--- config.mk ---
export PLATFORM = sky130hd
export DESIGN_NAME = alu_op_sequencer
export DESIGN_NICKNAME = d
export VERILOG_FILES = /design/src/rtl/alu_op_sequencer.sv
export SDC_FILE = /design/constraint.sdc
export NUM_CORES = 1
export LEC_CHECK = 0
export ABC_AREA = 1
export CAP_MARGIN = 30
export CORE_ASPECT_RATIO = 1.2
export CORE_MARGIN = 5
export CORE_UTILIZATION = 50
export CTS_BUF_LIST = sky130_fd_sc_hd__clkbuf_4 sky130_fd_sc_hd__clkbuf_8
export DETAILED_ROUTE_END_ITERATION = 16
export GPL_TIMING_DRIVEN = 0
export MAX_ROUTING_LAYER = met4
export PLACE_DENSITY_LB_ADDON = 0.08
export SYNTH_ARGS = -nofsm -noshare
export SYNTH_HDL_FRONTEND = slang
export SYNTH_SLANG_ARGS = --single-unit
--- constraint.sdc ---
create_clock -name clock -period 1.7 [get_ports clock]
set_input_delay 0.34 -clock clock [delete_from_list [all_inputs] [get_ports clock]]
set_output_delay 0.34 -clock clock [all_outputs]
set_load 0.05 [all_outputs]
--- src/rtl/alu_op_sequencer.sv ---
// Purpose: steps one three-operand ALU instruction through T3..T6/DONE, driving datapath bus and load strobes.
// Latency: done pulses 4 cycles after an accepted start (5 for MUL/DIV); all outputs are registered.
// Backpressure: start is taken only in IDLE; requests while busy (DONE included) are dropped, not queued.
module alu_op_sequencer #(
    parameter logic [3:0] OP_MUL = 4'b1010,
    parameter logic [3:0] OP_DIV = 4'b1011
) (
    input  logic        clock,
    input  logic        clear,
    input  logic        start,
    input  logic [3:0]  opcode,
    input  logic [3:0]  ra,
    input  logic [3:0]  rb,
    input  logic [3:0]  rc,
    output logic        busy,
    output logic        done,
    output logic [15:0] Rout,
    output logic [15:0] Rin,
    output logic        Yin,
    output logic        Zin,
    output logic        Zlowout,
    output logic        Zhighout,
    output logic        LOin,
    output logic        HIin,
    output logic [3:0]  alu_op,
    output logic [2:0]  step
);

    typedef enum logic [2:0] {
        S_IDLE = 3'd0,
        S_T3   = 3'd1,
        S_T4   = 3'd2,
        S_T5   = 3'd3,
        S_T6   = 3'd4,
        S_DONE = 3'd5
    } state_t;

    state_t      state_q, state_d;
    logic [3:0]  op_q, op_d;
    logic [3:0]  ra_q, ra_d;
    logic [3:0]  rb_q, rb_d;
    logic [3:0]  rc_q, rc_d;

    logic        busy_q, busy_d;
    logic        done_q, done_d;
    logic [15:0] rout_q, rout_d;
    logic [15:0] rin_q, rin_d;
    logic        yin_q, yin_d;
    logic        zin_q, zin_d;
    logic        zlo_q, zlo_d;
    logic        zhi_q, zhi_d;
    logic        loin_q, loin_d;
    logic        hiin_q, hiin_d;
    logic [3:0]  alu_op_q, alu_op_d;
    logic        long_op;

    assign long_op = (op_q == OP_MUL) || (op_q == OP_DIV);

    always_comb begin
        state_d = S_IDLE;
        op_d    = op_q;
        ra_d    = ra_q;
        rb_d    = rb_q;
        rc_d    = rc_q;
        case (state_q)
            S_IDLE: begin
                if (start) begin
                    state_d = S_T3;
                    op_d    = opcode;
                    ra_d    = ra;
                    rb_d    = rb;
                    rc_d    = rc;
                end
            end
            S_T3:    state_d = S_T4;
            S_T4:    state_d = S_T5;
            S_T5:    state_d = long_op ? S_T6 : S_DONE;
            S_T6:    state_d = S_DONE;
            S_DONE:  state_d = S_IDLE;
            default: state_d = S_IDLE;
        endcase
    end

    // Outputs are decoded from the next state and next latched fields so they appear
    // registered in the same cycle the state register enters that step.
    always_comb begin
        busy_d   = (state_d != S_IDLE);
        done_d   = (state_d == S_DONE);
        rout_d   = '0;
        rin_d    = '0;
        yin_d    = 1'b0;
        zin_d    = 1'b0;
        zlo_d    = 1'b0;
        zhi_d    = 1'b0;
        loin_d   = 1'b0;
        hiin_d   = 1'b0;
        alu_op_d = (state_d != S_IDLE) ? op_d : 4'd0;
        case (state_d)
            S_T3: begin
                rout_d = 16'h0001 << rb_d;
                yin_d  = 1'b1;
            end
            S_T4: begin
                rout_d = 16'h0001 << rc_d;
                zin_d  = 1'b1;
            end
            S_T5: begin
                zlo_d = 1'b1;
                if ((op_d == OP_MUL) || (op_d == OP_DIV)) begin
                    loin_d = 1'b1;
                end else begin
                    rin_d = 16'h0001 << ra_d;
                end
            end
            S_T6: begin
                zhi_d  = 1'b1;
                hiin_d = 1'b1;
            end
            default: ;
        endcase
    end

    always_ff @(posedge clock or negedge clear) begin
        if (!clear) begin
            state_q  <= S_IDLE;
            op_q     <= '0;
            ra_q     <= '0;
            rb_q     <= '0;
            rc_q     <= '0;
            busy_q   <= 1'b0;
            done_q   <= 1'b0;
            rout_q   <= '0;
            rin_q    <= '0;
            yin_q    <= 1'b0;
            zin_q    <= 1'b0;
            zlo_q    <= 1'b0;
            zhi_q    <= 1'b0;
            loin_q   <= 1'b0;
            hiin_q   <= 1'b0;
            alu_op_q <= '0;
        end else begin
            state_q  <= state_d;
            op_q     <= op_d;
            ra_q     <= ra_d;
            rb_q     <= rb_d;
            rc_q     <= rc_d;
            busy_q   <= busy_d;
            done_q   <= done_d;
            rout_q   <= rout_d;
            rin_q    <= rin_d;
            yin_q    <= yin_d;
            zin_q    <= zin_d;
            zlo_q    <= zlo_d;
            zhi_q    <= zhi_d;
            loin_q   <= loin_d;
            hiin_q   <= hiin_d;
            alu_op_q <= alu_op_d;
        end
    end

    assign busy     = busy_q;
    assign done     = done_q;
    assign Rout     = rout_q;
    assign Rin      = rin_q;
    assign Yin      = yin_q;
    assign Zin      = zin_q;
    assign Zlowout  = zlo_q;
    assign Zhighout = zhi_q;
    assign LOin     = loin_q;
    assign HIin     = hiin_q;
    assign alu_op   = alu_op_q;
    assign step     = state_q;

endmodule

==> results by group <==
Run status
  – Status: complete, no violations

Synthesis
  – Post-Synthesis Cell Area: 2530 sq um
  – Yosys warns: 0
  – Post-synthesis xor/xnor area fraction: 0%
  – FF+latch count, synth: 62
  – Number of library cell types mapped by synthesis: 25
  – Gate Count Post-Synth: approximately 240
  – FFs w/ async S/R, synth: between 90% and 100%
  – Main synth FF type: dfrtp_1
  – EDFF count, synth: 0
  – Post-synthesis adder-cell area fraction: 0%
  – Simple-Gate Fraction of Synth Area: a little over a quarter
  – Multiplexer share of the synthesized area: 0%
  – Register area share after synthesis: between 60% and 70%
  – Syn_nets: 260
  – Post-synthesis compound-gate area fraction: 4.94%
  – Synthesized area per cell: about 11 sq um
  – Largest family of logic cells by synthesized area: simple AND/OR/NAND/NOR gates

Detailed routing
  – DRC Markers: 0
  – Drt first-iter violations: 70
  – Avg WL per Cell: between 10 and 15 um
  – Drt first pass iters: 4
  – Vias per cell: ~4.8
  – Vias: 1848
  – Total Wirelength: approximately 5.2 mm
  – Post-detailed-route count of antenna-violating nets: 0

Finish
  – Most frequent cells in the layout: 60 x dfrtp_1, 44 x dlygate4sd2_1, 38 x nor2_1
  – Share of cells above drive strength 1: between 10% and 20%
  – Final Cell Area: about 3500 sq um
  – Nets@finish: approximately 340
  – Commonest non-fill, non-tap cell in the layout: dfrtp_1
  – Area Growth Syn to Fin: 36.6%
  – Inserted Diodes: 0
  – Final core occ: a little over two thirds

Power and ir drop
  – Logic gate share of total power: between 40% and 50%
  – Power Internal: around 3500 uW
  – Power Total: around 6600 uW
  – Sw Ratio: between 40% and 50%
  – Seq pwr share: a little under a third
  – VDD IR-drop max: 1.22 mV
  – Cell Pwr Density: 1910 nW/um^2
  – Clk pwr share: a little under a fifth
  – P_leak: 0.00188 uW
  – Sw power: between 3000 and 4000 uW

Flow run
  – # Max-Cap Violations: 0

Clock tree
  – Root buf cell: clkbuf_8
  – Clk sinks: between 60 and 70
  – CTS tree: built
  – Worst-path clk slew: ~70 ps
  – H-tree depth: 3
  – Clk_lat worst skew: about 340 ps
  – TritonCTS buffer count: 9
  – Clk buf depth: 2

Worst setup path
  – CP Max Fanout: 4
  – Worst setup EP type: output pin
  – Delay-heaviest family, CP: buffers and inverters
  – Cell Chain, Critical Path: dlygate4sd2_1
  – Worst path max stage delay: between 500 and 600 ps
  – CP Launch Type: flip-flop
  – Critical-path top delay cell: dlygate4sd2_1
  – WP data required: approximately 1400 ps
  – Critical path class: flip-flop to output pin
  – Worst Path Buf+Inv: 1
  – Worst Path Arrival: roughly 1300 ps

Placement
  – IO buf count: 65
  – Placer Congestion: 0.779
  – Placed Instance Area: about 3300 sq um
  – DP HPWL: between 3 and 4 mm

GRT
  – Largest net degree at the start of global routing: 44
  – First-pass GRT wire length: ~8.8 mm
  – Antenna violations before repair: 0
  – Grt ovf: 0
  – Gr usage total: between 10% and 20%
  – Vias in the first global route: between 1.5k and 2k

STA
  – Least-Margin Pin Slew: about 520 ps
  – Fmax: 0.611 GHz
  – Tmin final: 1640 ps
  – Final hold slack: around 500 ps
  – Clock Skews: about 7.3 ps
  – Hold Violations, Final: 0
  – Tcrit/Tclk final: between 90% and 100%
  – Setup violations, final: 0
  – Final Max Tran Viols: 0
  – Slew margin rel.: roughly 66%

Worst hold path
  – Hold WC Path Type: flip-flop to flip-flop

Floorplan
  – Starting density of the core: between 50% and 60%
  – Die H: slightly below 90 um
  – Rows: 28
  – Io pins: 66
  – Die width: between 70 and 80 um
  – Core area: roughly 4900 sq um
  – Die ar.: around 6600 sq um
==> metrics by stage <==
step | setup WS [ps] | instances | setup TNS (ps)
floorplan | 2.20 | 241 | 0
global placement | -1600 | 366 | -106290
detailed placement | -219 | 367 | -7670
CTS | 9.56 | 384 | 0
global route | -11.7 | 387 | -20.7
finish | 64.6 | 387 | 0
==> synthesized netlist by cell type (3+ instances only) <==
cell | n | area [sq um]
o21ai_0 | 6 | 30.0
nand4_1 | 11 | 68.8
nand2_4 | 5 | 56.3
inv_1 | 27 | 101
inv_2 | 5 | 18.8
nand2_2 | 7 | 43.8
nand3_4 | 3 | 52.6
nand3_1 | 29 | 145
dfrtp_1 | 62 | 1550
nor2_1 | 38 | 143
nand2_1 | 27 | 101
o21ai_4 | 5 | 81.3
==> cell families (layout without fill, tap and decap cells) <==
family,Yosys count,count (layout)
compound gates,13,13
buf+inv,39,125
simple gates,127,127
flops,62,62
==> layout make-up <==
cell class	count	area [sq um]
buffer	6	56.3
clock buffer	10	131
tap	60	75.1
clock inverter	6	62.6
sequential	62	1550
multi-input combinational	140	805
inverter	33	129
timing repair buffer	70	646
fill	406	1480
==> metal layers <==
metal,routed length (um),global-route usage (%)
met1,2050,20.3
met3,360,6.43
met5,0,-
met2,2700,31.0
met4,95,7.77
==> path summary, 6_finish.rpt <==
path                             endpoint  slack (ps)  depth (start not counted)    start
worst min-delay path              rb_q[0]         490                          2  rb_q[0]
worst min register to register    rb_q[0]         490                          2  rb_q[0]
worst max register to register  alu_op[3]         160                          6  step[0]
min in group asynchronous         rb_q[1]         500                          2    clear
worst max-delay path              step[0]          60                          1  step[0]
max in group asynchronous          Rin[3]         620                          3    clear
==> power by group through the flow <==
stage	sequential (uW)	combinational (uW)	clock, uW
final	2080	3260	1260
after global routing	2140	3560	1360
after CTS	2080	3210	1290
after detailed placement	2120	3350	0
after global placement	2100	3310	0
after floorplan	2890	1640	0
==> sequential cells by signal, indices dropped and copies added, names as in the netlist, 3 cells and up <==
name and cells:
Rin 16, Rout 16, alu_op 4, op_q 4
ra_q 4, rb_q 4, rc_q 4, step 3
==> timing repair <==
action,in CTS,in global routing
hold buffers,1,0
hold endpoints to repair,19,0
pin swaps,0,3
setup buffers,0,3
resized for setup,51,7
endpoints found under the setup margin,47,42
No activity file was read; power rests on OpenSTA's default activity.
